`src/rtl/seq_pkg.sv`:
```
// Shared definitions for the serial pattern transmitter: state encoding and
// default geometry.
package seq_pkg;

  // Default pattern width and repeat/pair-counter width.
  localparam int DEF_WIDTH = 8;
  localparam int DEF_CW    = 4;

  // Transmitter control states; the encoding is fixed so other blocks can
  // decode it directly.
  typedef enum logic [1:0] {
    IDLE  = 2'd0,
    SHIFT = 2'd1,
    DONE  = 2'd2
  } state_t;

endpackage

```
`src/rtl/pair_counter.sv`:
```
// Saturating counter of adjacent 1-1 pairs in a serial bit stream. It behaves
// like the downstream "11" sequence detector: a bit counts only when it is 1
// and the previous valid bit since the last clear was also 1.
module pair_counter #(
  parameter int CW = seq_pkg::DEF_CW
) (
  input  logic          clk,
  input  logic          rst,
  input  logic          i_bit,
  input  logic          i_valid,
  input  logic          i_clear,
  output logic [CW-1:0] o_count
);

  localparam logic [CW-1:0] MAX_COUNT = {CW{1'b1}};

  logic          r_prev;
  logic [CW-1:0] r_count;

  // Track the previous emitted bit and count 1-1 pairs, saturating at max.
  // NOTE: sequential state is updated with non-blocking assignments only, so
  // every register sees pre-edge values of every other register.
  always_ff @(posedge clk or posedge rst) begin
    if (rst) begin
      r_prev  <= 1'b0;
      r_count <= '0;
    end else if (i_clear) begin
      // A fresh transfer has no predecessor bit.
      r_prev  <= 1'b0;
      r_count <= '0;
    end else if (i_valid) begin
      r_prev <= i_bit;
      if (i_bit && r_prev && (r_count != MAX_COUNT)) begin
        r_count <= r_count + 1'b1;
      end
    end
  end

  assign o_count = r_count;

endmodule

```
`src/rtl/seq_pattern_tx.sv`:
```
// Serial pattern transmitter: sends a WIDTH-bit pattern MSB first, repeated
// back to back a programmable number of times, and counts the 1-1 pairs it
// emits for comparison against a downstream sequence detector.
module seq_pattern_tx
  import seq_pkg::*;
#(
  parameter int WIDTH = DEF_WIDTH,
  parameter int CW    = DEF_CW
) (
  input  logic             clk,
  input  logic             rst,
  input  logic             load,
  input  logic [WIDTH-1:0] data,
  input  logic [CW-1:0]    reps,
  output logic             w,
  output logic             valid,
  output logic             busy,
  output logic             done,
  output logic [CW-1:0]    pairs
);

  // Bit index within one copy runs 0..WIDTH-1; sized so it can hold WIDTH.
  localparam int BW = $clog2(WIDTH + 1);
  localparam logic [BW-1:0] LAST_BIT = BW'(WIDTH - 1);

  state_t           r_state;
  state_t           w_next_state;
  logic [WIDTH-1:0] r_shreg;
  logic [WIDTH-1:0] r_data;
  logic [BW-1:0]    r_bit_cnt;
  logic [CW-1:0]    r_copy_cnt;

  logic w_accept;
  logic w_last_bit;
  logic w_last_copy;

  assign w_accept    = (r_state == IDLE) && load;
  assign w_last_bit  = (r_bit_cnt == LAST_BIT);
  assign w_last_copy = (r_copy_cnt == CW'(1));

  // State register.
  always_ff @(posedge clk or posedge rst) begin
    if (rst) begin
      r_state <= IDLE;
    end else begin
      r_state <= w_next_state;
    end
  end

  // Next-state and output decode; w is forced low whenever valid is low.
  // NOTE: every output of this block gets a default first, so no path can
  // leave a signal unassigned and infer a latch.
  always_comb begin
    w_next_state = r_state;
    w            = 1'b0;
    valid        = 1'b0;
    busy         = 1'b0;
    done         = 1'b0;
    case (r_state)
      IDLE: begin
        if (load) w_next_state = SHIFT;
      end
      SHIFT: begin
        w     = r_shreg[WIDTH-1];
        valid = 1'b1;
        busy  = 1'b1;
        if (w_last_bit && w_last_copy) w_next_state = DONE;
      end
      DONE: begin
        busy         = 1'b1;
        done         = 1'b1;
        w_next_state = IDLE;
      end
      default: w_next_state = IDLE;
    endcase
  end

  // Capture the request, then shift MSB first and reload for each copy.
  // NOTE: the shift register and pattern copy are ordinary flops, so they are
  // cleared by reset along with the counters; nothing stale survives an abort.
  always_ff @(posedge clk or posedge rst) begin
    if (rst) begin
      r_shreg    <= '0;
      r_data     <= '0;
      r_bit_cnt  <= '0;
      r_copy_cnt <= '0;
    end else if (w_accept) begin
      r_shreg    <= data;
      r_data     <= data;
      r_bit_cnt  <= '0;
      // A repeat count of zero still sends one copy.
      r_copy_cnt <= (reps == '0) ? CW'(1) : reps;
    end else if (r_state == SHIFT) begin
      if (w_last_bit) begin
        // Next copy starts at the MSB in the very next cycle.
        r_shreg    <= r_data;
        r_bit_cnt  <= '0;
        r_copy_cnt <= r_copy_cnt - 1'b1;
      end else begin
        r_shreg   <= r_shreg << 1;
        r_bit_cnt <= r_bit_cnt + 1'b1;
      end
    end
  end

  pair_counter #(
    .CW(CW)
  ) u_pair_counter (
    .clk    (clk),
    .rst    (rst),
    .i_bit  (w),
    .i_valid(valid),
    .i_clear(w_accept),
    .o_count(pairs)
  );

endmodule

```
`config.mk`:
```
export PLATFORM = sky130hd
export DESIGN_NAME = seq_pattern_tx
export DESIGN_NICKNAME = d
export VERILOG_FILES = /design/src/rtl/seq_pkg.sv /design/src/rtl/pair_counter.sv /design/src/rtl/seq_pattern_tx.sv
export SDC_FILE = /design/constraint.sdc
export NUM_CORES = 1
export LEC_CHECK = 0
export ABC_AREA = 1
export BUFFER_PORTS_ARGS = -buffer_cell sky130_fd_sc_hd__buf_2
export CORE_MARGIN = 4
export CORE_UTILIZATION = 50
export CTS_CLUSTER_DIAMETER = 40
export DETAILED_ROUTE_END_ITERATION = 10
export PLACE_DENSITY = 0.8
export RECOVER_POWER = 100
export SLEW_MARGIN = 20
export SYNTH_ARGS = -nofsm -noshare
export SYNTH_HDL_FRONTEND = slang
export SYNTH_SLANG_ARGS = --single-unit
export TNS_END_PERCENT = 10
```
`constraint.sdc`:
```
create_clock -name clk -period 1.3 [get_ports clk]
set_input_delay 0.13 -clock clk [delete_from_list [all_inputs] [get_ports clk]]
set_output_delay 0.13 -clock clk [all_outputs]
set_load 0.02 [all_outputs]
```
==> flow_summary.yaml <==
power:
  ir_drop_uv: 1380
  p_seq_share_pct: 33.3
  power_density_nw_per_um2: 2270
  p_sw_share_pct: 42.7
  p_switching_w: 0.00214
  total_power_w: 0.00500
  p_clk_share_pct: 10.0
  combinationalPowerShare_pct: 56.7
  power.internal_w: 0.00287
  total_leakage_power_nw: 1.16
grt:
  grt_remaining_overflow: 0
  grt_pass1_vias: 1432
  grt_max_degree: 32
  grt_use_total_pct: 19.7
  antenna_found_initial: 0
  grt_pass1_wl_mm: 6.38
sta:
  worstMarginPinSlew_ns: 0.745
  finalCritPeriodShare_pct: 112
  drv_slew: 0
  rsz0062_at_grt: "yes"
  fin_ws_ns: -0.155
  maxSlewHeadroom_pct: 50.3
  fin_worst_skew_ns: 0.0122
  hold_slack_ns: 0.0149
  finalHoldViolCount: 0
  setup_viol: 23
  fin_crit_ns: 1.46
  fmax_mhz: 687
place:
  dp.final_hpwl_mm: 2.62
  place_inst: 287
  io_buffers: 22
  place.gp.congestion: 0.874
yosys:
  yosys_warnings: 0
  synthXorXnorAreaFrac_pct: 1.06
  syn_nets: 229
  synth_top_family_by_area: "simple AND/OR/NAND/NOR gates"
  synthesis.area_um2: 1660
  synth_simple_gate_area_share_pct: 29.4
  synth-seq-area-share_pct: 46.8
  ys_ff_latch: 31
  yosys.area_share.adder_pct: 6.04
  synth_cell_types: 21
  synth.mux.area_fraction_pct: 0
  synth_compound_area_share_pct: 9.74
  synth.avg_cell_area_um2: 8.05
  syn_inst: 206
floorplanning:
  die_x_um: 65.6
  die_area_um2: 4300
  rows: 20
  start_util_pct: 53.4
  die_h_um: 65.6
  core_um2: 3100
  io_pins: 23
drt:
  vias: 1470
  firstDrtPassIters: 4
  drt-initial-drc-count: 44
  drc: 0
  postRouteAntennaNets: 0
  vias_per_cell: 4.92
  detail_route.wl_per_cell_um: 12.6
  drt_wl_total_mm: 3.76
setup_path:
  crit_type: "reg2out"
  arrival_ns: 1.33
  worst_path_max_delay_cell: "dfrtp_1"
  end_kind: "output port"
  crit_top_cell: "buf_6"
  cp_num_buf_inv: 4
  cp_max_fo: 4
  crit_chain: "buf_6, ha_4, nand2_4, buf_6, inv_2, buf_6"
  critical_path_required_ns: 1.17
  critPathLaunchType: "flip-flop"
  crit_family: "flip-flops"
  critical-path-max-stage-delay_ns: 0.40
final_layout:
  area_growth_syn_to_layout_pct: 33.1
  antenna_cells: 0
  regArea_um2: 776
  fin_cells: 299
  fill_cells: 254
  multi_input_area_um2: 881
  finalNetCount: 279
  drive_gt1_share_pct: 31.4
flow_run:
  cap_viol_max_count: 0
clock_tree:
  cts_num_sinks: 31
  insertion_delay_ns: 0.33
  htree_levels: 2
  path_clk_slew_ns: 0.09
  cts_tree: "done"
  cts-root-buf: "clkbuf_4"
  clockBufferDepth: 2
  cts-buffers-inserted: 5
run_status:
  violations: "setup timing"
  status: "complete, but fails checks"
min_path:
  hp-class: "in2reg"
## flip-flops by register name, indices dropped and copies added, names as in the netlist
register	count
r_data	8
r_shreg	8
r_bit_cnt	4
r_copy_cnt	4
u_pair_counter.o_count	4
r_state	2
u_pair_counter.r_prev	1
## worst reg2reg max path: cells and delay by family (launching register included)
| family | cells | cell delay [ns] |
|---|---|---|
| adder cells (fa/ha/maj) | 1 | 0.17 |
| AND/OR/NAND/NOR | 4 | 0.32 |
| buffers and inverters | 4 | 0.38 |
| flip-flops | 1 | 0.38 |
| AO/OA/AOI/OAI | 1 | 0.08 |
## final cells by class
| cell class | count | share of cell area (%) |
|---|---|---|
| timing repair buffer | 47 | 15.8 |
| multi-input combinational | 147 | 39.9 |
| tap | 44 | 2.49 |
| inverter | 24 | 4.76 |
| sequential | 31 | 35.1 |
| clock buffer | 6 | 1.87 |
## cells in the mapped netlist (all sizes together)
| cell type | number | area [µm²] |
|---|---|---|
| o21ai | 17 | 85.1 |
| nor2 | 15 | 63.8 |
| nand2 | 71 | 299 |
| nand3 | 16 | 80.1 |
| buf | 4 | 26.3 |
| o22ai | 1 | 6.26 |
| a21oi | 7 | 35.0 |
| ha | 8 | 100 |
| o21bai | 3 | 22.5 |
| dfrtp | 31 | 776 |
| xor2 | 2 | 17.5 |
| nand3b | 1 | 20.0 |
| nor3 | 1 | 5.00 |
| inv | 24 | 90.1 |
| a31oi | 2 | 12.5 |
| nand4 | 3 | 18.8 |
## worst paths after layout
check,startpoint,endpoint,slack [ns],cells after the start
hold / removal,data[1],r_data[1],0.01,3
hold reg to reg,r_data[3],r_data[3],0.51,2
setup / recovery,r_state[0],w,-0.16,6
min in group asynchronous,rst,r_bit_cnt[3],0.54,4
setup reg to reg,r_state[1],r_copy_cnt[1],-0.13,10
max in group asynchronous,rst,r_data[5],0.28,4
## layout by cell type (no fill, tap or decap), drive strengths merged
master	n
a21oi	7
a31oi	2
buf	40
clkbuf	12
dfrtp	31
dlygate4sd3	1
ha	8
inv	24
nand2	71
nand3	16
nand3b	1
nand4	3
nor2	15
nor3	1
o21ai	17
o21bai	3
o22ai	1
xor2	2
## cell families after synthesis
group / after synthesis
and+or+nand+nor: 107
DFF: 31
AOI/OAI and AO/OA: 30
buffers and inverters: 28
adders and majority gates: 8
xor gates and xnor gates: 2
## power groups by stage
stage	combinational [W]	sequential [W]	clock, W
final	0.00284	0.00166	0.000501
after global routing	0.00317	0.00171	0.000556
after CTS	0.00265	0.00163	0.000506
after detailed placement	0.00231	0.00164	0
after global placement	0.00225	0.00162	0
after floorplan	0.00161	0.00161	0
## per-stage QoR
step	worst slack, ns	utilization, %	area (µm²)	TNS [ns]
4_1_cts	-0.160	69.0	2140	-1.34
6_report	-0.155	71.1	2210	-1.50
3_3_place_gp	-0.0709	63.9	1980	-0.218
3_5_place_dp	-0.0682	63.9	1980	-0.420
2_1_floorplan	0.00934	-	1690	0
5_1_grt	-0.206	71.1	2210	-3.64
## per-layer routing
metal / up-vias / GRT usage [%] / part of all wire, %
met5: - / 0 / 0
met4: 0 / 6.99 / 1.6
met2: 33 / 33.5 / 51
met1: 668 / 23.2 / 43
li1: 761 / - / -
met3: 8 / 6.32 / 4.5
## what timing repair did
| action | in CTS | in global routing |
|---|---|---|
| hold endpoints to repair | 31 | 0 |
| pin swaps | 3 | 3 |
| hold buffers | 1 | 0 |
| buffers inserted | 4 | 1 |
| resized for setup | 26 | 21 |
| endpoints found under the setup margin | 20 | 30 |
| cloned | 0 | 0 |
Note: power is estimated with default switching activity, not from simulation.
